==> config.mk <==
export PLATFORM = sky130hd
export DESIGN_NAME = dmem_sonar_responder_flat
export DESIGN_NICKNAME = d
export VERILOG_FILES = /design/src/rtl/dmem_sonar_responder_if.sv /design/src/rtl/dmem_sonar_responder.sv /design/src/flat_wrapper.sv
export SDC_FILE = /design/constraint.sdc
export NUM_CORES = 1
export LEC_CHECK = 0
export CAP_MARGIN = 20
export CORE_MARGIN = 5
export CORE_UTILIZATION = 55
export DETAILED_ROUTE_END_ITERATION = 16
export DONT_BUFFER_PORTS = 1
export HOLD_SLACK_MARGIN = 0.1
export PLACE_DENSITY_LB_ADDON = 0.15
export SYNTH_ARGS = -nofsm -noshare
export SYNTH_HDL_FRONTEND = slang
export SYNTH_SLANG_ARGS = --single-unit
==> constraint.sdc <==
create_clock -name clock -period 3.1 [get_ports clock]
set_clock_uncertainty 0.1 [all_clocks]
set_input_delay 0.62 -clock clock [delete_from_list [all_inputs] [get_ports clock]]
set_output_delay 0.62 -clock clock [all_outputs]
set_load 0.02 [all_outputs]
==> src/rtl/dmem_sonar_responder_if.sv <==
// Data-memory port bundle: processor-side access signals plus the data-RAM side they fan out to.
// The responder takes the slave view; the processor/RAM environment takes the master view.
interface dmem_sonar_responder_if;
  logic [31:0] address_dmem;
  logic [31:0] data;
  logic        wren;
  logic [31:0] q_dmem;
  logic [31:0] ram_address;
  logic [31:0] ram_data;
  logic        ram_wren;
  logic [31:0] ram_q;

  modport slave (
    input  address_dmem, data, wren, ram_q,
    output q_dmem, ram_address, ram_data, ram_wren
  );

  modport master (
    output address_dmem, data, wren, ram_q,
    input  q_dmem, ram_address, ram_data, ram_wren
  );
endinterface

==> src/rtl/dmem_sonar_responder.sv <==
// Data-memory responder: passes RAM-region accesses through to the data RAM and maps a
// 16-word MMIO window onto an ultrasonic ranging unit (trigger pulse + echo-width timer).
module dmem_sonar_responder #(
  parameter logic [31:0] MMIO_BASE     = 32'h0000_0FF0,
  parameter int unsigned TRIG_CYCLES   = 500,
  parameter int unsigned TICK_DIV      = 50,
  parameter int unsigned TIMEOUT_TICKS = 38000,
  parameter int unsigned CNT_W         = 16
) (
  input  logic                   clock,
  input  logic                   reset,
  dmem_sonar_responder_if.slave  bus,
  output logic                   sonar_trig,
  input  logic                   sonar_echo,
  output logic                   irq
);

  localparam int unsigned PS_W = $clog2(TICK_DIV + 1);
  localparam int unsigned TR_W = $clog2(TRIG_CYCLES + 1);
  localparam int unsigned TO_W = $clog2(TIMEOUT_TICKS + 1);

  localparam logic [PS_W-1:0]  PS_LAST = PS_W'(TICK_DIV - 1);
  localparam logic [TR_W-1:0]  TR_LAST = TR_W'(TRIG_CYCLES - 1);
  localparam logic [TO_W-1:0]  TO_LAST = TO_W'(TIMEOUT_TICKS - 1);
  localparam logic [CNT_W-1:0] CNT_MAX = '1;

  typedef enum logic [2:0] {
    ST_IDLE,
    ST_TRIG,
    ST_WAIT_ECHO,
    ST_MEASURE,
    ST_DONE
  } state_e;

  typedef enum logic [3:0] {
    REG_CMD    = 4'd0,
    REG_STATUS = 4'd1,
    REG_RESULT = 4'd2,
    REG_COUNT  = 4'd3
  } reg_e;

  state_e            state_q;
  logic              trig_q;
  logic [TR_W-1:0]   trig_cnt_q;
  logic [PS_W-1:0]   presc_q;
  logic [TO_W-1:0]   tmo_q;
  logic [CNT_W-1:0]  cnt_q;
  logic              to_pend_q;
  logic [CNT_W-1:0]  result_q;
  logic              done_q;
  logic              timeout_q;
  logic [31:0]       count_q;

  logic              echo_s1_q;
  logic              echo_s2_q;
  logic              echo_d_q;
  logic              hit_q;
  logic [31:0]       mmio_q;

  // Address decode. A non-wrapping subtraction with zero upper bits is the window test.
  logic [31:0] offset_full;
  logic [3:0]  offset;
  logic        mmio_hit;

  assign offset_full = bus.address_dmem - MMIO_BASE;
  assign offset      = offset_full[3:0];
  assign mmio_hit    = (bus.address_dmem >= MMIO_BASE) && (offset_full[31:4] == 28'd0);

  logic mmio_wr;
  logic start_req;
  logic clr_req;
  logic count_clr;
  logic rd_result;

  assign mmio_wr   = mmio_hit && bus.wren;
  assign start_req = mmio_wr && (offset == REG_CMD) && bus.data[0];
  assign clr_req   = mmio_wr && (offset == REG_CMD) && bus.data[1];
  assign count_clr = mmio_wr && (offset == REG_COUNT);
  assign rd_result = mmio_hit && !bus.wren && (offset == REG_RESULT);

  // RAM side is a straight passthrough; MMIO stores are kept away from the RAM.
  assign bus.ram_address = bus.address_dmem;
  assign bus.ram_data    = bus.data;
  assign bus.ram_wren    = bus.wren && !mmio_hit;
  assign bus.q_dmem      = hit_q ? mmio_q : bus.ram_q;

  assign sonar_trig = trig_q;
  assign irq        = done_q;

  logic busy;
  logic tick;
  logic echo_rise;
  logic echo_fall;

  assign busy      = (state_q != ST_IDLE);
  assign tick      = (presc_q == PS_LAST);
  assign echo_rise = echo_s2_q && !echo_d_q;
  assign echo_fall = !echo_s2_q && echo_d_q;

  logic [31:0] rd_data;

  always_comb begin
    // NOTE: every output of a combinational block gets a default first, so no latch is inferred.
    rd_data = 32'd0;
    unique case (offset)
      REG_STATUS: rd_data = {29'd0, timeout_q, done_q, busy};
      REG_RESULT: rd_data = 32'(result_q);
      REG_COUNT:  rd_data = count_q;
      default:    rd_data = 32'd0;
    endcase
  end

  // Echo is asynchronous: two flops to resynchronise, a third to detect edges.
  always_ff @(posedge clock or negedge reset) begin
    if (!reset) begin
      echo_s1_q <= 1'b0;
      echo_s2_q <= 1'b0;
      echo_d_q  <= 1'b0;
    end else begin
      echo_s1_q <= sonar_echo;
      echo_s2_q <= echo_s1_q;
      echo_d_q  <= echo_s2_q;
    end
  end

  // hit_q resets to 1 so the load mux selects the zeroed MMIO register, holding q_dmem at 0.
  always_ff @(posedge clock or negedge reset) begin
    if (!reset) begin
      hit_q  <= 1'b1;
      mmio_q <= 32'd0;
    end else begin
      hit_q  <= mmio_hit;
      mmio_q <= mmio_hit ? rd_data : 32'd0;
    end
  end

  always_ff @(posedge clock or negedge reset) begin
    if (!reset) begin
      state_q    <= ST_IDLE;
      trig_q     <= 1'b0;
      trig_cnt_q <= '0;
      presc_q    <= '0;
      tmo_q      <= '0;
      cnt_q      <= '0;
      to_pend_q  <= 1'b0;
      result_q   <= '0;
      done_q     <= 1'b0;
      timeout_q  <= 1'b0;
      count_q    <= 32'd0;
    end else begin
      // NOTE: non-blocking assignments; a later assignment in this block overrides an earlier
      // one, which is how a same-edge completion beats a clear and a COUNT store beats the increment.
      if (clr_req) begin
        done_q    <= 1'b0;
        timeout_q <= 1'b0;
      end
      if (rd_result) begin
        done_q <= 1'b0;
      end

      if (state_q inside {ST_WAIT_ECHO, ST_MEASURE}) begin
        presc_q <= tick ? '0 : presc_q + 1'b1;
      end else begin
        presc_q <= '0;
      end

      unique case (state_q)
        ST_IDLE: begin
          if (start_req) begin
            state_q    <= ST_TRIG;
            trig_q     <= 1'b1;
            trig_cnt_q <= '0;
            timeout_q  <= 1'b0;
          end
        end

        ST_TRIG: begin
          if (trig_cnt_q == TR_LAST) begin
            state_q   <= ST_WAIT_ECHO;
            trig_q    <= 1'b0;
            tmo_q     <= '0;
            cnt_q     <= '0;
            to_pend_q <= 1'b0;
          end else begin
            trig_cnt_q <= trig_cnt_q + 1'b1;
          end
        end

        // Only a low->high seen here starts a measurement; an echo already high is stale.
        ST_WAIT_ECHO: begin
          if (echo_rise) begin
            state_q <= ST_MEASURE;
            tmo_q   <= '0;
            cnt_q   <= '0;
          end else if (tick) begin
            if (tmo_q == TO_LAST) begin
              state_q   <= ST_DONE;
              to_pend_q <= 1'b1;
              cnt_q     <= '0;
            end else begin
              tmo_q <= tmo_q + 1'b1;
            end
          end
        end

        ST_MEASURE: begin
          if (echo_fall) begin
            state_q <= ST_DONE;
          end else if (tick) begin
            if (cnt_q != CNT_MAX) begin
              cnt_q <= cnt_q + 1'b1;
            end
            if (tmo_q == TO_LAST) begin
              state_q   <= ST_DONE;
              to_pend_q <= 1'b1;
            end else begin
              tmo_q <= tmo_q + 1'b1;
            end
          end
        end

        ST_DONE: begin
          state_q   <= ST_IDLE;
          result_q  <= cnt_q;
          done_q    <= 1'b1;
          timeout_q <= to_pend_q;
          count_q   <= count_q + 32'd1;
        end

        default: begin
          state_q <= ST_IDLE;
          trig_q  <= 1'b0;
        end
      endcase

      if (count_clr) begin
        count_q <= 32'd0;
      end
    end
  end

endmodule

==> src/flat_wrapper.sv <==
// flat-port wrapper written by rule: the top's interface ports become plain ports
module dmem_sonar_responder_flat 
#(
  parameter logic [31:0] MMIO_BASE     = 32'h0000_0FF0,
  parameter int unsigned TRIG_CYCLES   = 500,
  parameter int unsigned TICK_DIV      = 50,
  parameter int unsigned TIMEOUT_TICKS = 38000,
  parameter int unsigned CNT_W         = 16
)
  (clock, reset, sonar_trig, sonar_echo, irq, bus_address_dmem, bus_data, bus_wren, bus_ram_q, bus_q_dmem, bus_ram_address, bus_ram_data, bus_ram_wren);
  dmem_sonar_responder_if bus_i ();
  input  logic clock;
  input  logic reset;
  output logic sonar_trig;
  input  logic sonar_echo;
  output logic irq;
  input wire logic [$bits(bus_i.address_dmem)-1:0] bus_address_dmem;
  input wire logic [$bits(bus_i.data)-1:0] bus_data;
  input wire logic [$bits(bus_i.wren)-1:0] bus_wren;
  input wire logic [$bits(bus_i.ram_q)-1:0] bus_ram_q;
  output wire logic [$bits(bus_i.q_dmem)-1:0] bus_q_dmem;
  output wire logic [$bits(bus_i.ram_address)-1:0] bus_ram_address;
  output wire logic [$bits(bus_i.ram_data)-1:0] bus_ram_data;
  output wire logic [$bits(bus_i.ram_wren)-1:0] bus_ram_wren;
  assign bus_i.address_dmem = bus_address_dmem;
  assign bus_i.data = bus_data;
  assign bus_i.wren = bus_wren;
  assign bus_i.ram_q = bus_ram_q;
  assign bus_q_dmem = bus_i.q_dmem;
  assign bus_ram_address = bus_i.ram_address;
  assign bus_ram_data = bus_i.ram_data;
  assign bus_ram_wren = bus_i.ram_wren;
  dmem_sonar_responder #(.MMIO_BASE(MMIO_BASE), .TRIG_CYCLES(TRIG_CYCLES), .TICK_DIV(TICK_DIV), .TIMEOUT_TICKS(TIMEOUT_TICKS), .CNT_W(CNT_W)) u_core (.clock(clock), .reset(reset), .bus(bus_i), .sonar_trig(sonar_trig), .sonar_echo(sonar_echo), .irq(irq));
endmodule
==> results.txt <==
----------------------------------------------------
[Die]
  Effective utilization at floorplan ... 56.00%
  IO Pins ... 199
  Overall die width ... 126.1 um
  Height of the chip ... 126.1 um
  Placeable core area ... 13,240 sq um
  Overall die area ... 15,910 sq um
  Cell Rows ... 42

[Pwr]
  VDD IR max ... 0.0003169 V
  Switching Fraction ... 19.81%
  Combinational power share ... 2.0%
  Switching component of the power ... 0.7885 mW
  Total power draw ... 3.980 mW
  Internal Power ... 3.192 mW
  Sequential share of power ... 45.4%
  Leakage Power ... 3.285 nW
  Ratio of total power to cell area ... 513.0 nW/um^2
  Clock share of power ... 52.6%

[Route]
  Met1 WL ... 6.981 mm
  Via density ... 5.961
  Met2 WL ... 7.320 mm
  First-pass iteration count of the detailed router ... 5
  Average wire per cell in the routed design ... 17.31 um
  Count of routing violations after the opening detailed-route iteration ... 371
  Highest routed layer ... met4
  Via count ... 5,353
  Routed WL ... 15.55 mm
  Antenna-violating nets left ... 0
  Met3 WL ... 979 um
  Remaining design rule violation count ... 0

[Critical path]
  Crit path required time ... 3.34 ns
  Sort of element at the end of the critical path ... flop
  Maximum cell stage delay along the critical path ... 0.67 ns
  Slowest cell on the critical path ... sky130_fd_sc_hd__or4_1
  Arrival time worst endpoint ... 3.09 ns
  Source of the worst register-to-register timing path ... u_core.trig_cnt_q[1]
  Worst-case reg-to-reg path depth ... 6
  Startpoint Class ... flop
  Maximum net fanout on the critical path ... 10
  Critical path cell sequence ... ha_1, nand4bb_1, o32a_1, or4_1, or4_1, a21oi_1
  Register-to-register path setup slack ... 0.26 ns
  RR Endpoint ... u_core.cnt_q[12]
  Cell seen most often among critical-path stages ... sky130_fd_sc_hd__or4_1
  Setup Crit Path Kind ... flop to flop

[CTS]
  Inserted Clock Buffers ... 17
  CTS-repair resized insts ... 0
  Clock slew seen by the registers of the worst setup and hold paths ... 0.06 ns
  Clock tree from TritonCTS ... yes
  Number of buffers inserted by post-CTS setup repair ... 0
  CTS max path bufs ... 2
  # H-tree levels ... 4
  Clock Latency Late Sink ... 0.42 ns
  CTS sink cnt ... 138
  CTS Root Cell ... sky130_fd_sc_hd__clkbuf_16

[Yosys]
  Area share of the largest cell type after synthesis ... 46.23%
  Post-synthesis average cell area ... 9.557 sq um
  Multiplexer share of the synthesized area ... 5.450%
  Seq/Total Area, Yosys ... 46.58%
  Compound-Gate Fraction of Synth Area ... 8.166%
  Xor and xnor fraction of the mapped netlist area ... 5.669%
  Post-synthesis cell area ... 7416 sq um
  Cells after Synth ... 776
  Distinct cell type count of the synthesized netlist ... 59
  Ys Warns ... 0
  Cell types occupying the most area after synthesis ... sky130_fd_sc_hd__dfrtp_1 46%, sky130_fd_sc_hd__buf_4 6.5%, sky130_fd_sc_hd__mux2_2 5.3%, sky130_fd_sc_hd__nor2_1 4.2%, sky130_fd_sc_hd__nand2_1 4.0%
  Async S/R FF share, synth ... 100.0%
  Main flop type after synthesis ... sky130_fd_sc_hd__dfrtp_1
  Number of enable flip-flop cells after synthesis ... 0
  Post-Synth Simple-Gate Area ... 23.96%
  Largest area contributor in the netlist ... sky130_fd_sc_hd__dfrtp_1
  Dominant combinational cell family by area after synthesis ... simple AND/OR/NAND/NOR gates
  Post-synthesis register bit count ... 138
  Mapped Nets ... 882
  Post-synthesis adder-cell area fraction ... 1.012%

[Placed design]
  Placed Instances ... 866
  Number of buffers added on ports ... 0
  Last weighted congestion value of the routability-driven placer ... 0.8318
  Total half-perimeter wirelength after legalization and detailed placement ... 10.90 mm

[Flow run]
  Max cap viols ... 0

[Final layout]
  Commonest non-fill, non-tap cell in the layout ... sky130_fd_sc_hd__dfrtp_1
  Number of nets at the end of the flow ... 815
  Count of filler cells inserted in the layout ... 1,176
  Fraction of final layout cells sized beyond drive strength 1 ... 13.16%
  Count of non-filler cells in the finished layout ... 898
  Sequential cell area ... 3455 sq um
  Count of inserted antenna diode cells ... 0
  Synthesis-to-finish area growth ... 4.623%
  Final core utilization ... 58.59%
  Total area of multi-input combinational cells ... 3293 sq um
  Top library cells by usage in the layout, fill and taps aside ... 137 x sky130_fd_sc_hd__dfrtp_1, 83 x sky130_fd_sc_hd__nor2_1, 80 x sky130_fd_sc_hd__nand2_1

[Hold path]
  Path type of the worst min-delay path ... input pin to async pin

[Global routing]
  Via count of the first global-routing pass ... 5,254
  Total GRT Usage ... 20.11%
  Wire length of the first global-routing pass ... 26.15 mm
  Total congestion overflow ... 0
  Maximum number of pins on one net before global-route repair ... 139
  Antenna violations before repair ... 0

[Timing]
  Setup Viol. Count Final ... 0
  Final Slew Violations ... 0
  Sum Neg Setup Slack ... 0 ns
  Max-slew headroom ... 31.46%
  Hold WS ... -0.2041 ns
  Final number of hold-violating endpoints ... 138
  Crit share post-route ... 91.68%
  Unrepaired setup endpoints after global routing ... false
  Final critical path time including I/O delays and setup ... 2.842 ns
  Pin slew with the least headroom to its limit ... 1.021 ns
  Max frequency ... 351.8 MHz

[Outcome]
  Failing checks ... hold timing
  Run status ... complete, but fails checks

----------------------------------------------------
cells in the mapped netlist, types with 3 or more instances:
master                     count
sky130_fd_sc_hd__dfrtp_1     137
sky130_fd_sc_hd__nor2_1       83
sky130_fd_sc_hd__nand2_1      80
sky130_fd_sc_hd__buf_4        64
sky130_fd_sc_hd__mux2_2       35
sky130_fd_sc_hd__xnor2_1      34
sky130_fd_sc_hd__clkbuf_1     30
sky130_fd_sc_hd__nand3_1      28
sky130_fd_sc_hd__a21oi_1      25
sky130_fd_sc_hd__nand4_1      23
sky130_fd_sc_hd__nor4_1       21
sky130_fd_sc_hd__and3_1       18
sky130_fd_sc_hd__a22oi_1      16
sky130_fd_sc_hd__nor3_1       16
sky130_fd_sc_hd__inv_1        14
sky130_fd_sc_hd__or4_1        14
sky130_fd_sc_hd__xor2_1       14
sky130_fd_sc_hd__and4_1       13
sky130_fd_sc_hd__o21ai_0      13
sky130_fd_sc_hd__o31ai_1      12
sky130_fd_sc_hd__or3_1        12
sky130_fd_sc_hd__nor4b_1       7
sky130_fd_sc_hd__ha_1          6
sky130_fd_sc_hd__or2_2         6
sky130_fd_sc_hd__buf_1         5
sky130_fd_sc_hd__nor2b_1       5
sky130_fd_sc_hd__buf_2         3
sky130_fd_sc_hd__o21a_1        3
stage by stage:
stage | hold WS [ns] | instance area (sq um) | setup slack (ns)
global route | -0.2255 | 7759 | 0.1059
CTS | -0.2216 | 7759 | 0.2633
global placement | 0.2287 | 7141 | 0.3572
floorplan | 0.2244 | 7416 | 0.3489
finish | -0.2041 | 7759 | 0.2578
detailed placement | 0.2291 | 7141 | 0.2749
power by group through the flow:
stage	combinational, mW	sequential, mW	clock [mW]
4_1_cts	0.0812	1.81	2.14
6_report	0.0806	1.81	2.09
3_5_place_dp	0.0803	1.84	0
5_1_grt	0.0846	1.80	2.23
3_3_place_gp	0.0810	1.84	0
2_1_floorplan	0.194	1.84	0
routing by layer:
metal / GRT usage (%) / vias up
li1: - / 2560
met4: 6.877 / 0
met2: 31.86 / 152
met3: 6.054 / 33
met1: 26.50 / 2608
met5: 0 / -
area by class of cell:
| class | instances | area share, % |
|---|---|---|
| clock buffers | 19 | 5.709 |
| clock inverters | 13 | 2.258 |
| inverters | 14 | 0.6773 |
| multi-input cells | 522 | 42.44 |
| flip-flops and latches | 138 | 44.53 |
| well taps | 176 | 2.838 |
| repair buffers | 16 | 1.548 |
how the worst max path moves through the flow:
stage                                     from               end  slack [ns]
after detailed placement  u_core.trig_cnt_q[1]  u_core.cnt_q[12]        0.27
after global routing      u_core.trig_cnt_q[1]  u_core.cnt_q[12]        0.11
final                     u_core.trig_cnt_q[1]  u_core.cnt_q[12]        0.26
after CTS                 u_core.trig_cnt_q[1]  u_core.cnt_q[12]        0.26
after global placement    u_core.trig_cnt_q[1]  u_core.cnt_q[12]        0.36
after floorplan           bus_address_dmem[20]      bus_ram_wren        0.35
critical path: cells and delay by family (launching register included):
kind            cells  cell delay [ns]
flops               1             0.41
simple gates        3             1.43
fa+ha+maj           1             0.24
compound gates      2             0.58
kinds of logic after synthesis:
family,after synthesis
adder cells (fa/ha/maj),6
multiplexers,36
XOR/XNOR,48
buffers and inverters,116
flip-flops,138
AO/OA/AOI/OAI,91
AND/OR/NAND/NOR,341
state kept, by name (all words and copies together) (netlist names), 3 cells and up:
| register | cells |
|---|---|
| u_core.result_q | 16 |
| u_core.trig_cnt_q | 9 |
| u_core.tmo_q | 16 |
| u_core.cnt_q | 16 |
| u_core.presc_q | 6 |
| u_core.count_q | 32 |
| u_core.state_q | 3 |
| u_core.mmio_q | 32 |
(Power assumes the default switching activity.)
